**src/rtl/comp_seq_pkg.sv**
```systemverilog
// Shared types, constants and the image-window index function for computation_sequencer.
// The index function turns window w and kernel tap k into a flat 4x4 image address.
package comp_seq_pkg;

  localparam int SYS_LAT = 4;
  localparam int CUS_LAT = 2;
  localparam int IDX_W   = 4;
  localparam int W_W     = 2;
  localparam int K_W     = 4;
  localparam int CNT_W   = 4;

  localparam logic [1:0] MODE_SINGLE = 2'd1;
  localparam logic [1:0] MODE_SYS    = 2'd2;
  localparam logic [1:0] MODE_CUS    = 2'd3;

  localparam logic [W_W-1:0]   LAST_W         = 2'd3;
  localparam logic [CNT_W-1:0] LAST_TAP       = 4'd8;
  localparam logic [CNT_W-1:0] PE_TAIL_K      = 4'd9;
  localparam logic [CNT_W-1:0] SYS_FIRST_OUT  = CNT_W'(SYS_LAT + 1);
  localparam logic [CNT_W-1:0] SYS_LAST_STEP  = CNT_W'(SYS_LAT + 4);
  localparam logic [CNT_W-1:0] CUS_LAST_PHASE = CNT_W'(CUS_LAT);

  typedef enum logic [2:0] {
    ST_IDLE,
    ST_CLEAR,
    ST_PE_RUN,
    ST_SYS_LOAD,
    ST_CUS_RUN,
    ST_DONE
  } state_t;

  // Every registered output of the sequencer, so reset and decode handle them as one word.
  typedef struct packed {
    logic                      busy;
    logic                      done;
    logic                      out_valid;
    logic [1:0]                out_idx;
    logic [1:0]                mode;
    logic                      pe_rst;
    logic                      sys_rst;
    logic                      cus_rst;
    logic                      preset;
    logic                      pe_init;
    logic                      cus_init;
    logic                      sys_cache_we_1;
    logic                      sys_cache_we_2;
    logic [IDX_W-1:0]          pe_sel_a;
    logic [IDX_W-1:0]          pe_sel_b;
    logic [IDX_W-1:0]          sys_sel_a;
    logic [IDX_W-1:0]          sys_sel_b;
    logic [8:0][IDX_W-1:0]     cus_sel;
  } ctrl_t;

  function automatic ctrl_t reset_ctrl();
    ctrl_t c;
    c         = '0;
    c.pe_rst  = 1'b1;
    c.sys_rst = 1'b1;
    c.cus_rst = 1'b1;
    c.preset  = 1'b1;
    return c;
  endfunction

  // Row and column both stay within 0..3, so 4*row+col never wraps the 4-bit address.
  function automatic logic [IDX_W-1:0] a_idx(input logic [W_W-1:0] w, input logic [K_W-1:0] k);
    logic [IDX_W-1:0] row;
    logic [IDX_W-1:0] col;
    row = IDX_W'(w[1]) + (k / K_W'(3));
    col = IDX_W'(w[0]) + (k % K_W'(3));
    return IDX_W'((row << 2) + col);
  endfunction

endpackage

```
**src/rtl/conv_index_gen.sv**
```systemverilog
// Combinational (window, tap) -> (image index, kernel index) for the single-PE operand path.
module conv_index_gen
  import comp_seq_pkg::*;
(
  input  logic [W_W-1:0]   w,
  input  logic [K_W-1:0]   k,
  output logic [IDX_W-1:0] sel_a,
  output logic [IDX_W-1:0] sel_b
);

  assign sel_a = comp_seq_pkg::a_idx(w, k);
  assign sel_b = IDX_W'(k);

endmodule

```
**src/rtl/computation_sequencer.sv**
```systemverilog
// Control sequencer for one 2x2 convolution job over a 4x4 image with a 3x3 kernel.
// Optional `COMP_SEQ_PERF_EN adds a saturating busy-cycle counter on cyc_cnt.
module computation_sequencer
  import comp_seq_pkg::*;
(
  input  logic             clk,
  input  logic             rst_n,
  input  logic             start,
  input  logic [1:0]       mode_req,
  output logic             busy,
  output logic             done,
  output logic             out_valid,
  output logic [1:0]       out_idx,
  output logic [1:0]       mode,
  output logic             pe_rst,
  output logic             sys_rst,
  output logic             cus_rst,
  output logic             preset,
  output logic             pe_init,
  output logic             cus_init,
  output logic             sys_cache_we_1,
  output logic             sys_cache_we_2,
  output logic [IDX_W-1:0] pe_sel_a,
  output logic [IDX_W-1:0] pe_sel_b,
  output logic [IDX_W-1:0] sys_sel_a,
  output logic [IDX_W-1:0] sys_sel_b,
  output logic [IDX_W-1:0] cus_sel_11,
  output logic [IDX_W-1:0] cus_sel_12,
  output logic [IDX_W-1:0] cus_sel_13,
  output logic [IDX_W-1:0] cus_sel_21,
  output logic [IDX_W-1:0] cus_sel_22,
  output logic [IDX_W-1:0] cus_sel_23,
  output logic [IDX_W-1:0] cus_sel_31,
  output logic [IDX_W-1:0] cus_sel_32,
  output logic [IDX_W-1:0] cus_sel_33
`ifdef COMP_SEQ_PERF_EN
  ,
  output logic [15:0]      cyc_cnt
`endif
);

  state_t           state_q, state_d;
  logic [1:0]       mode_q, mode_d;
  logic [W_W-1:0]   w_q, w_d;
  logic [CNT_W-1:0] cnt_q, cnt_d;
  ctrl_t            ctrl_q, ctrl_d;
  logic [IDX_W-1:0] pe_a, pe_b;
  logic             accept;

  assign accept = (state_q == ST_IDLE) && start && (mode_req != 2'd0);

  // cnt is the tap k in PE_RUN (9 = tail), the step in SYS_LOAD, the latency phase in CUS_RUN.
  always_comb begin
    // NOTE: every variable gets a default before the case, so no path can infer a latch.
    state_d = state_q;
    mode_d  = mode_q;
    w_d     = w_q;
    cnt_d   = cnt_q;
    unique case (state_q)
      ST_IDLE: begin
        mode_d = 2'd0;
        w_d    = '0;
        cnt_d  = '0;
        if (accept) begin
          state_d = ST_CLEAR;
          mode_d  = mode_req;
        end
      end
      ST_CLEAR: begin
        unique case (mode_q)
          MODE_SINGLE: state_d = ST_PE_RUN;
          MODE_SYS:    state_d = ST_SYS_LOAD;
          default:     state_d = ST_CUS_RUN;
        endcase
      end
      ST_PE_RUN: begin
        if (cnt_q == PE_TAIL_K) begin
          state_d = ST_DONE;
        end else if (cnt_q == LAST_TAP && w_q != LAST_W) begin
          cnt_d = '0;
          w_d   = w_q + 2'd1;
        end else begin
          cnt_d = cnt_q + 4'd1;
        end
      end
      ST_SYS_LOAD: begin
        if (cnt_q == SYS_LAST_STEP) state_d = ST_DONE;
        else                        cnt_d   = cnt_q + 4'd1;
      end
      ST_CUS_RUN: begin
        if (cnt_q == CUS_LAST_PHASE) begin
          cnt_d = '0;
          if (w_q == LAST_W) state_d = ST_DONE;
          else               w_d     = w_q + 2'd1;
        end else begin
          cnt_d = cnt_q + 4'd1;
        end
      end
      ST_DONE:  state_d = ST_IDLE;
      default:  state_d = ST_IDLE;
    endcase
  end

  conv_index_gen u_pe_idx (
    .w     (w_d),
    .k     (cnt_d),
    .sel_a (pe_a),
    .sel_b (pe_b)
  );

  // Outputs are decoded from the next state and registered, so they line up with state_q.
  always_comb begin
    ctrl_d      = '0;
    ctrl_d.busy = (state_d != ST_IDLE);
    ctrl_d.mode = (state_d == ST_IDLE) ? 2'd0 : mode_d;
    unique case (state_d)
      ST_CLEAR: begin
        ctrl_d.preset  = 1'b1;
        ctrl_d.pe_rst  = (mode_d == MODE_SINGLE);
        ctrl_d.sys_rst = (mode_d == MODE_SYS);
        ctrl_d.cus_rst = (mode_d == MODE_CUS);
      end
      ST_PE_RUN: begin
        if (cnt_d <= LAST_TAP) begin
          ctrl_d.pe_sel_a = pe_a;
          ctrl_d.pe_sel_b = pe_b;
          ctrl_d.pe_init  = (cnt_d == '0);
        end
        if (cnt_d == '0 && w_d != '0) begin
          ctrl_d.out_valid = 1'b1;
          ctrl_d.out_idx   = w_d - 2'd1;
        end
        if (cnt_d == PE_TAIL_K) begin
          ctrl_d.out_valid = 1'b1;
          ctrl_d.out_idx   = LAST_W;
        end
      end
      ST_SYS_LOAD: begin
        ctrl_d.sys_cache_we_1 = (cnt_d == 4'd0);
        ctrl_d.sys_cache_we_2 = (cnt_d == 4'd1);
        if (cnt_d >= SYS_FIRST_OUT) begin
          ctrl_d.out_valid = 1'b1;
          ctrl_d.out_idx   = W_W'(cnt_d - SYS_FIRST_OUT);
          ctrl_d.sys_sel_a = IDX_W'(ctrl_d.out_idx);
        end
      end
      ST_CUS_RUN: begin
        for (int i = 0; i < 9; i++) begin
          ctrl_d.cus_sel[i] = a_idx(w_d, K_W'(i));
        end
        ctrl_d.cus_init = (cnt_d == '0);
        if (cnt_d == CUS_LAST_PHASE) begin
          ctrl_d.out_valid = 1'b1;
          ctrl_d.out_idx   = w_d;
        end
      end
      ST_DONE:  ctrl_d.done = 1'b1;
      default:  ;
    endcase
  end

  always_ff @(posedge clk) begin
    // NOTE: sequential state uses non-blocking assignments only, so every register sees pre-edge values.
    if (!rst_n) begin
      state_q <= ST_IDLE;
      mode_q  <= 2'd0;
      w_q     <= '0;
      cnt_q   <= '0;
      ctrl_q  <= reset_ctrl();
    end else begin
      state_q <= state_d;
      mode_q  <= mode_d;
      w_q     <= w_d;
      cnt_q   <= cnt_d;
      ctrl_q  <= ctrl_d;
    end
  end

  assign busy           = ctrl_q.busy;
  assign done           = ctrl_q.done;
  assign out_valid      = ctrl_q.out_valid;
  assign out_idx        = ctrl_q.out_idx;
  assign mode           = ctrl_q.mode;
  assign pe_rst         = ctrl_q.pe_rst;
  assign sys_rst        = ctrl_q.sys_rst;
  assign cus_rst        = ctrl_q.cus_rst;
  assign preset         = ctrl_q.preset;
  assign pe_init        = ctrl_q.pe_init;
  assign cus_init       = ctrl_q.cus_init;
  assign sys_cache_we_1 = ctrl_q.sys_cache_we_1;
  assign sys_cache_we_2 = ctrl_q.sys_cache_we_2;
  assign pe_sel_a       = ctrl_q.pe_sel_a;
  assign pe_sel_b       = ctrl_q.pe_sel_b;
  assign sys_sel_a      = ctrl_q.sys_sel_a;
  assign sys_sel_b      = ctrl_q.sys_sel_b;
  assign cus_sel_11     = ctrl_q.cus_sel[0];
  assign cus_sel_12     = ctrl_q.cus_sel[1];
  assign cus_sel_13     = ctrl_q.cus_sel[2];
  assign cus_sel_21     = ctrl_q.cus_sel[3];
  assign cus_sel_22     = ctrl_q.cus_sel[4];
  assign cus_sel_23     = ctrl_q.cus_sel[5];
  assign cus_sel_31     = ctrl_q.cus_sel[6];
  assign cus_sel_32     = ctrl_q.cus_sel[7];
  assign cus_sel_33     = ctrl_q.cus_sel[8];

`ifdef COMP_SEQ_PERF_EN
  logic [15:0] cyc_cnt_q;

  always_ff @(posedge clk) begin
    if (!rst_n)                               cyc_cnt_q <= '0;
    else if (accept)                          cyc_cnt_q <= '0;
    else if (ctrl_q.busy && cyc_cnt_q != '1)  cyc_cnt_q <= cyc_cnt_q + 16'd1;
  end

  assign cyc_cnt = cyc_cnt_q;
`endif

endmodule

```
**config.mk**
```make
export PLATFORM = sky130hd
export DESIGN_NAME = computation_sequencer
export DESIGN_NICKNAME = d
export VERILOG_FILES = /design/src/rtl/comp_seq_pkg.sv /design/src/rtl/conv_index_gen.sv /design/src/rtl/computation_sequencer.sv
export SDC_FILE = /design/constraint.sdc
export NUM_CORES = 1
export LEC_CHECK = 0
export BUFFER_PORTS_ARGS = -buffer_cell sky130_fd_sc_hd__buf_4
export CORE_UTILIZATION = 45
export DETAILED_ROUTE_END_ITERATION = 16
export PLACE_DENSITY = 0.8
export SLEW_MARGIN = 40
export SYNTH_ARGS = -nofsm -noshare
export SYNTH_HDL_FRONTEND = slang
export SYNTH_SLANG_ARGS = --single-unit
```
**constraint.sdc**
```tcl
create_clock -name clk -period 9.8 [get_ports clk]
set_input_delay 0 -clock clk [delete_from_list [all_inputs] [get_ports clk]]
set_output_delay 0 -clock clk [all_outputs]
set_load 0.01 [all_outputs]
```
==> Word-level counts from Yosys, hierarchy flattened <==
Cells that the tools add are included.
{ "word_totals": {"latchBits": 0, "wordCells": 119, "ramBits": 0, "memories": 0, "romBits": 0, "regBits": 78, "output_inout_bits": 67, "input_bits": 5} }
{ "op_classes": {"shifts": 0, "order_cmp": 2, "n_reduce_logical": 15, "n_bitwise": 1, "n_mux": 26, "addsub": 20, "n_div": 2, "n_mul": 0, "n_eq_ne": 22} }
{ "op_table": {"columns": ["operator", "n"], "rows": [
  ["2-to-1 mux 3 bit", 9],
  ["2-to-1 mux 4 bit", 5],
  ["one-hot mux 4 bit (4 select lines)", 1],
  ["one-hot mux 3 bit (5 select lines)", 1],
  ["adder 4 bit", 3],
  ["equality test 3 x 2 -> 1 bit (second input constant)", 4],
  ["equality test 4 bit (second input constant)", 3],
  ["2-to-1 mux 2 bit", 6],
  ["equality test 3 bit (second input constant)", 3],
  ["one-hot mux 3 bit (3 select lines)", 1],
  ["adder 3 x 4 -> 4 bit", 2],
  ["adder 4 x 1 -> 4 bit", 2],
  ["equality test 2 bit (second input constant)", 4],
  ["equality test 4 x 2 -> 1 bit (second input constant)", 2],
  ["equality test 3 x 1 -> 1 bit (second input constant)", 2],
  ["zero test 3 bit", 2],
  ["one-hot mux 2 bit (3 select lines)", 1],
  ["one-hot mux 3 bit (2 select lines)", 1],
  ["AND reduction 3 bit", 2],
  ["adder 1 x 1 -> 2 bit (second input constant)", 2],
  ["adder 1 x 4 -> 4 bit", 1],
  ["adder 3 x 1 -> 4 bit", 1],
  ["adder 4 x 1 -> 4 bit (second input constant)", 1],
  ["adder 4 x 2 -> 4 bit", 1],
  ["21 further kinds", 28]
]} }

==> Longest topological paths before layout <==
{ "logic_depth": {"depth_word": 10, "mapped_depth": 22} }

==> By module <==
A second synthesis with hierarchy kept.
{ "hier_totals": {"hier_cells": 305, "hier_area_um2": 2700.1} }
{ "modules_own_cells": {"columns": ["module", "cells_per_inst", "seq_area_each_um2", "area_each_um2", "instances"], "rows": [
  ["computation_sequencer", 258, 820.8, 2333.5, 1],
  ["conv_index_gen", 47, 0.0, 366.6, 1]
]} }

==> Worst setup path before layout <==
OpenSTA, ideal clock, no wires.
{ "synth_timing": {"path_kind": "register -> register", "start": "register cnt_q[0]", "end": "register ctrl_q (netlist bit pe_sel_a[3])", "setup_time_ps": 72, "required_time_ps": 9728, "stages_incl_launch_ff": 21, "slack_ps": 5242, "arrival_ps": 4486, "cell_sequence": "dfxtp_1 -> inv_1 -> ha_1 -> or3b_1 -> nand3_1 -> nor2_1 -> a2111oi_4 -> inv_1 -> ha_1 -> inv_1 -> ha_1 -> inv_1 -> a41oi_4 -> xor2_1 -> ha_1 -> nand3b_4 -> ha_1 -> ha_1 -> a41o_1 -> or3b_1 -> mux2i_1"} }
{ "synth_between": {"elab_chain_len": 8, "elab_cells_between_ends": 26, "cone_classes": "4 x add/sub; 2 x div; 1 x order compare; 4 x eq/ne; 13 x mux; 2 x reduce/logical"} }
{ "synth_lines": {"columns": ["item", "line_no", "source"], "rows": [
  ["start, declared", "computation_sequencer.sv:45", "logic [CNT_W-1:0] cnt_q, cnt_d;"],
  ["start signal, assigned", "computation_sequencer.sv:174", "cnt_q <= cnt_d;"],
  ["parallel branches: the longest is 4 deep, another holds adder 4 x 1 -> 4 bit", null, null],
  ["one-hot mux 4 bit (4 select lines) (*)", "computation_sequencer.sv:59", "unique case (state_q)"],
  ["named net cnt_d[1]", "computation_sequencer.sv:45", null],
  ["remainder unit 4 x 2 -> 4 bit or divider 4 x 2 -> 4 bit (tied branches)", "comp_seq_pkg.sv:69, comp_seq_pkg.sv:68", null],
  ["adder 1 x 4 -> 4 bit or adder 1 x 2 -> 2 bit (tied branches)", "comp_seq_pkg.sv:69, comp_seq_pkg.sv:68", null],
  ["adder 4 bit", "comp_seq_pkg.sv:70", "return IDX_W'((row << 2) + col);"],
  ["end signal, assigned", "computation_sequencer.sv:169", "ctrl_q <= reset_ctrl();"],
  ["end signal, assigned", "computation_sequencer.sv:175", "ctrl_q <= ctrl_d;"],
  ["end, declared", "computation_sequencer.sv:46", "ctrl_t ctrl_q, ctrl_d;"]
]} }
Mark *: on every way through the listed nets, which the timed path passes.
A chain may end at the register's enable or synchronous reset.

==> Worst setup path after layout <==
Same ends and word-level chain as after synthesis.

==> flow_summary_export.csv <==
group,metric,value,unit
timing,drv_slew,0,
finish,multiInputGateArea,0.001388,mm^2
routing,ant_nets,0,
synth,async_reset_ff_share,0,%
critical_path,endpoint_kind,"register",
global_routing,grt_max_degree,18,
routing,dr.pass1.iters,4,
critical_path,start_kind,"register",
timing,holdWs,0.03544,ns
synth,synthCells,288,
routing,drc,0,
timing,worst_slack,4.756,ns
job,maxCapViolCount,0,
finish,drive_above_1_share,24.23,%
timing,fin_crit_sh,51.47,%
clocking,insertion_delay,0.30,ns
timing,grt_setup_unrepaired,"no",
die,rows,26,
placement,place_area,0.002814,mm^2
finish,diodes,0,
die,ios,72,
die,die_x,77.13,um
finish,final_area,0.002950,mm^2
placement,post-dp-hpwl,3.875,mm
synth,synth_flop_cell,"dfxtp_1",
timing,hold_viol_final,0,
clocking,htreeDepth,2,
routing,post_drt_wl_per_cell,12.88,um
timing,relSlewSlack,53.05,%
critical_path,worstSetupPathType,"register to register",
clocking,post_cts_buffers,0,
clocking,cts_buffers,5,
routing,routed_via_density,5.005,
critical_path,worstPathRequired,10.03,ns
synth,ys_ff_latch,41,
finish,fin_util,55.98,%
finish,area_delta_synth_final,16.16,%
timing,fmaxAchievable,0.1983,GHz
die,die-area,0.005949,mm^2
routing,drt_first_iter_violations,121,
global_routing,grt_pass1_wl,8.424,mm
pwr,peakVddDrop,0.06263,mV
synth,yosysSeqAreaShare,32.32,%
timing,setup_viol,0,
timing,tightest_slew,0.7043,ns
synth,synth_warnings,0,
synth,syn_area,0.002540,mm^2
die,placeableCoreArea,0.005270,mm^2
clocking,root_buffer,"clkbuf_8",
clocking,clkSinkCount,41,
finish,instances_no_fill,396,
critical_path,crit_fanout,7,
finish,final_cell_mix,"buf_4 (60), dfxtp_1 (41), nor2_1 (25)",
global_routing,grt_pass1_vias,1828,
placement,dp_cells,386,
worst_hold_path,worstHoldPathType,"primary input to register",
routing,finalWirelength,5.102,mm
clocking,cts_max_path_buffers,2,
die,die_h,77.13,um
clocking,postCtsHoldBufs,2,
outcome,status,"complete, no violations",
routing,vias,1982,
clocking,cts_resized,0,
placement,portBuffers,59,
finish,seqCellArea,820.8,um^2
timing,finClkSkew,0.009987,ns
finish,layout_commonest_cell,"buf_4",
pwr,power,0.3769,mW
clocking,cts_tree,"built",
synth,ys_types,57,
global_routing,overflow,0,
pwr,power.leakage,1.422,nW
global_routing,antenna_found_initial,0,
synth,synth-edff-count,0,
placement,pre_cts_slack,4.757,ns
finish,fin_nets,349,
clocking,clk_pin_slew,0.08,ns
critical_path,crit_arrival,5.28,ns
die,start_util,48.20,%
placement,gp_congestion,0.9154,
timing,fin_setup_tns,0,ns
global_routing,grt_usage,17.83,%
timing,finalCriticalPeriod,5.044,ns
finish,fillers,489,
synth,avgSynthCellArea,8.819,um^2
pwr,pwr_density_cell,127.7,mW/mm^2
-- layout make-up --
cell class                 instances  area share (%)
inverter                          18           2.290
clock buffer                       7           2.926
multi-input combinational        197           47.03
clock inverter                     1           1.018
sequential                        41           27.82
tap                               70           2.969
timing repair buffer              62           15.95
-- metal layers --
| layer | global-route usage [%] | part of all wire [%] |
|---|---|---|
| met1 | 22.10 | 45 |
| met2 | 29.38 | 48 |
| met3 | 4.524 | 5.5 |
| met4 | 6.981 | 1.4 |
| met5 | 0 | 0 |
-- worst max-delay path, cell delays in order (launching register included) --
cell and delay (ns):
dfxtp_1 0.35, inv_1 0.12, ha_1 0.17, or3b_1 0.40, nand3_1 0.18, nor2_1 0.09
a2111oi_4 0.53, inv_1 0.15, ha_1 0.22, inv_1 0.05, ha_1 0.26, inv_1 0.14
a41oi_4 0.27, xor2_1 0.23, ha_1 0.28, nor3_1 0.09, o21ai_0 0.19, o311ai_0 0.18
ha_1 0.35, a41o_1 0.25, or3b_1 0.35, mux2i_1 0.13
-- logic make-up after synthesis --
group / Yosys count / synth area share (%)
adders and majority gates: 19 / 9.360
other: 1 / 0.1476
xor gates and xnor gates: 5 / 1.724
DFF: 41 / 32.32
muxes: 4 / 1.773
AOI/OAI and AO/OA: 49 / 16.16
and+or+nand+nor: 108 / 23.84
buffers and inverters: 61 / 14.68
-- report_power, final --
part	total (mW)	leakage, nW	switching (mW)	internal [mW]
Clock	0.141	0.0585	0.0576	0.0830
Combinational	0.0589	1.03	0.0346	0.0243
Sequential	0.177	0.333	0.00499	0.172
Total	0.377	1.42	0.0972	0.280
-- cells in the mapped netlist (3+ instances only) --
| cell | count | area (um^2) |
|---|---|---|
| buf_2 | 4 | 20.02 |
| and2_1 | 13 | 81.33 |
| ha_1 | 19 | 237.7 |
| nor2_1 | 25 | 93.84 |
| mux2i_1 | 3 | 30.03 |
| o21ai_0 | 7 | 35.03 |
| a31oi_1 | 3 | 18.77 |
| a21oi_1 | 9 | 45.04 |
| or3b_1 | 3 | 26.28 |
| nand3_1 | 9 | 45.04 |
| nor3_1 | 6 | 30.03 |
| dfxtp_1 | 41 | 820.8 |
| nand2b_1 | 3 | 18.77 |
| nand2_1 | 21 | 78.83 |
| xor2_1 | 3 | 26.28 |
| a21o_1 | 3 | 22.52 |
| inv_1 | 18 | 67.56 |
| and3_1 | 4 | 25.02 |
| buf_4 | 37 | 277.8 |
| nor2b_1 | 9 | 56.30 |
| o21a_1 | 3 | 22.52 |
-- flip-flops by register name, summed over array words and instances, names as in the netlist, 2 cells and up --
| register | flops |
|---|---|
| cnt_q | 4 |
| pe_sel_a | 4 |
| pe_sel_b | 4 |
| cus_sel_22 | 3 |
| state_q | 3 |
| mode | 2 |
| mode_q | 2 |
| out_idx | 2 |
| sys_sel_a | 2 |
| w_q | 2 |
-- path summary, 6_finish.rpt --
| check | startpoint | endpoint | slack [ns] | cells past startpoint |
|---|---|---|---|---|
| setup / recovery | cnt_q[0]$_SDFF_PN0_ | pe_sel_a[3]$_SDFF_PN0_ | 4.76 | 21 |
| setup reg to reg | cnt_q[0]$_SDFF_PN0_ | pe_sel_a[3]$_SDFF_PN0_ | 4.76 | 21 |
| hold reg to reg | mode_q[0]$_SDFF_PN0_ | mode[0]$_SDFF_PP0_ | 0.61 | 3 |
| hold / removal | mode_req[1] | mode[1]$_SDFF_PP0_ | 0.04 | 3 |
No activity file was read; power rests on OpenSTA's default activity.
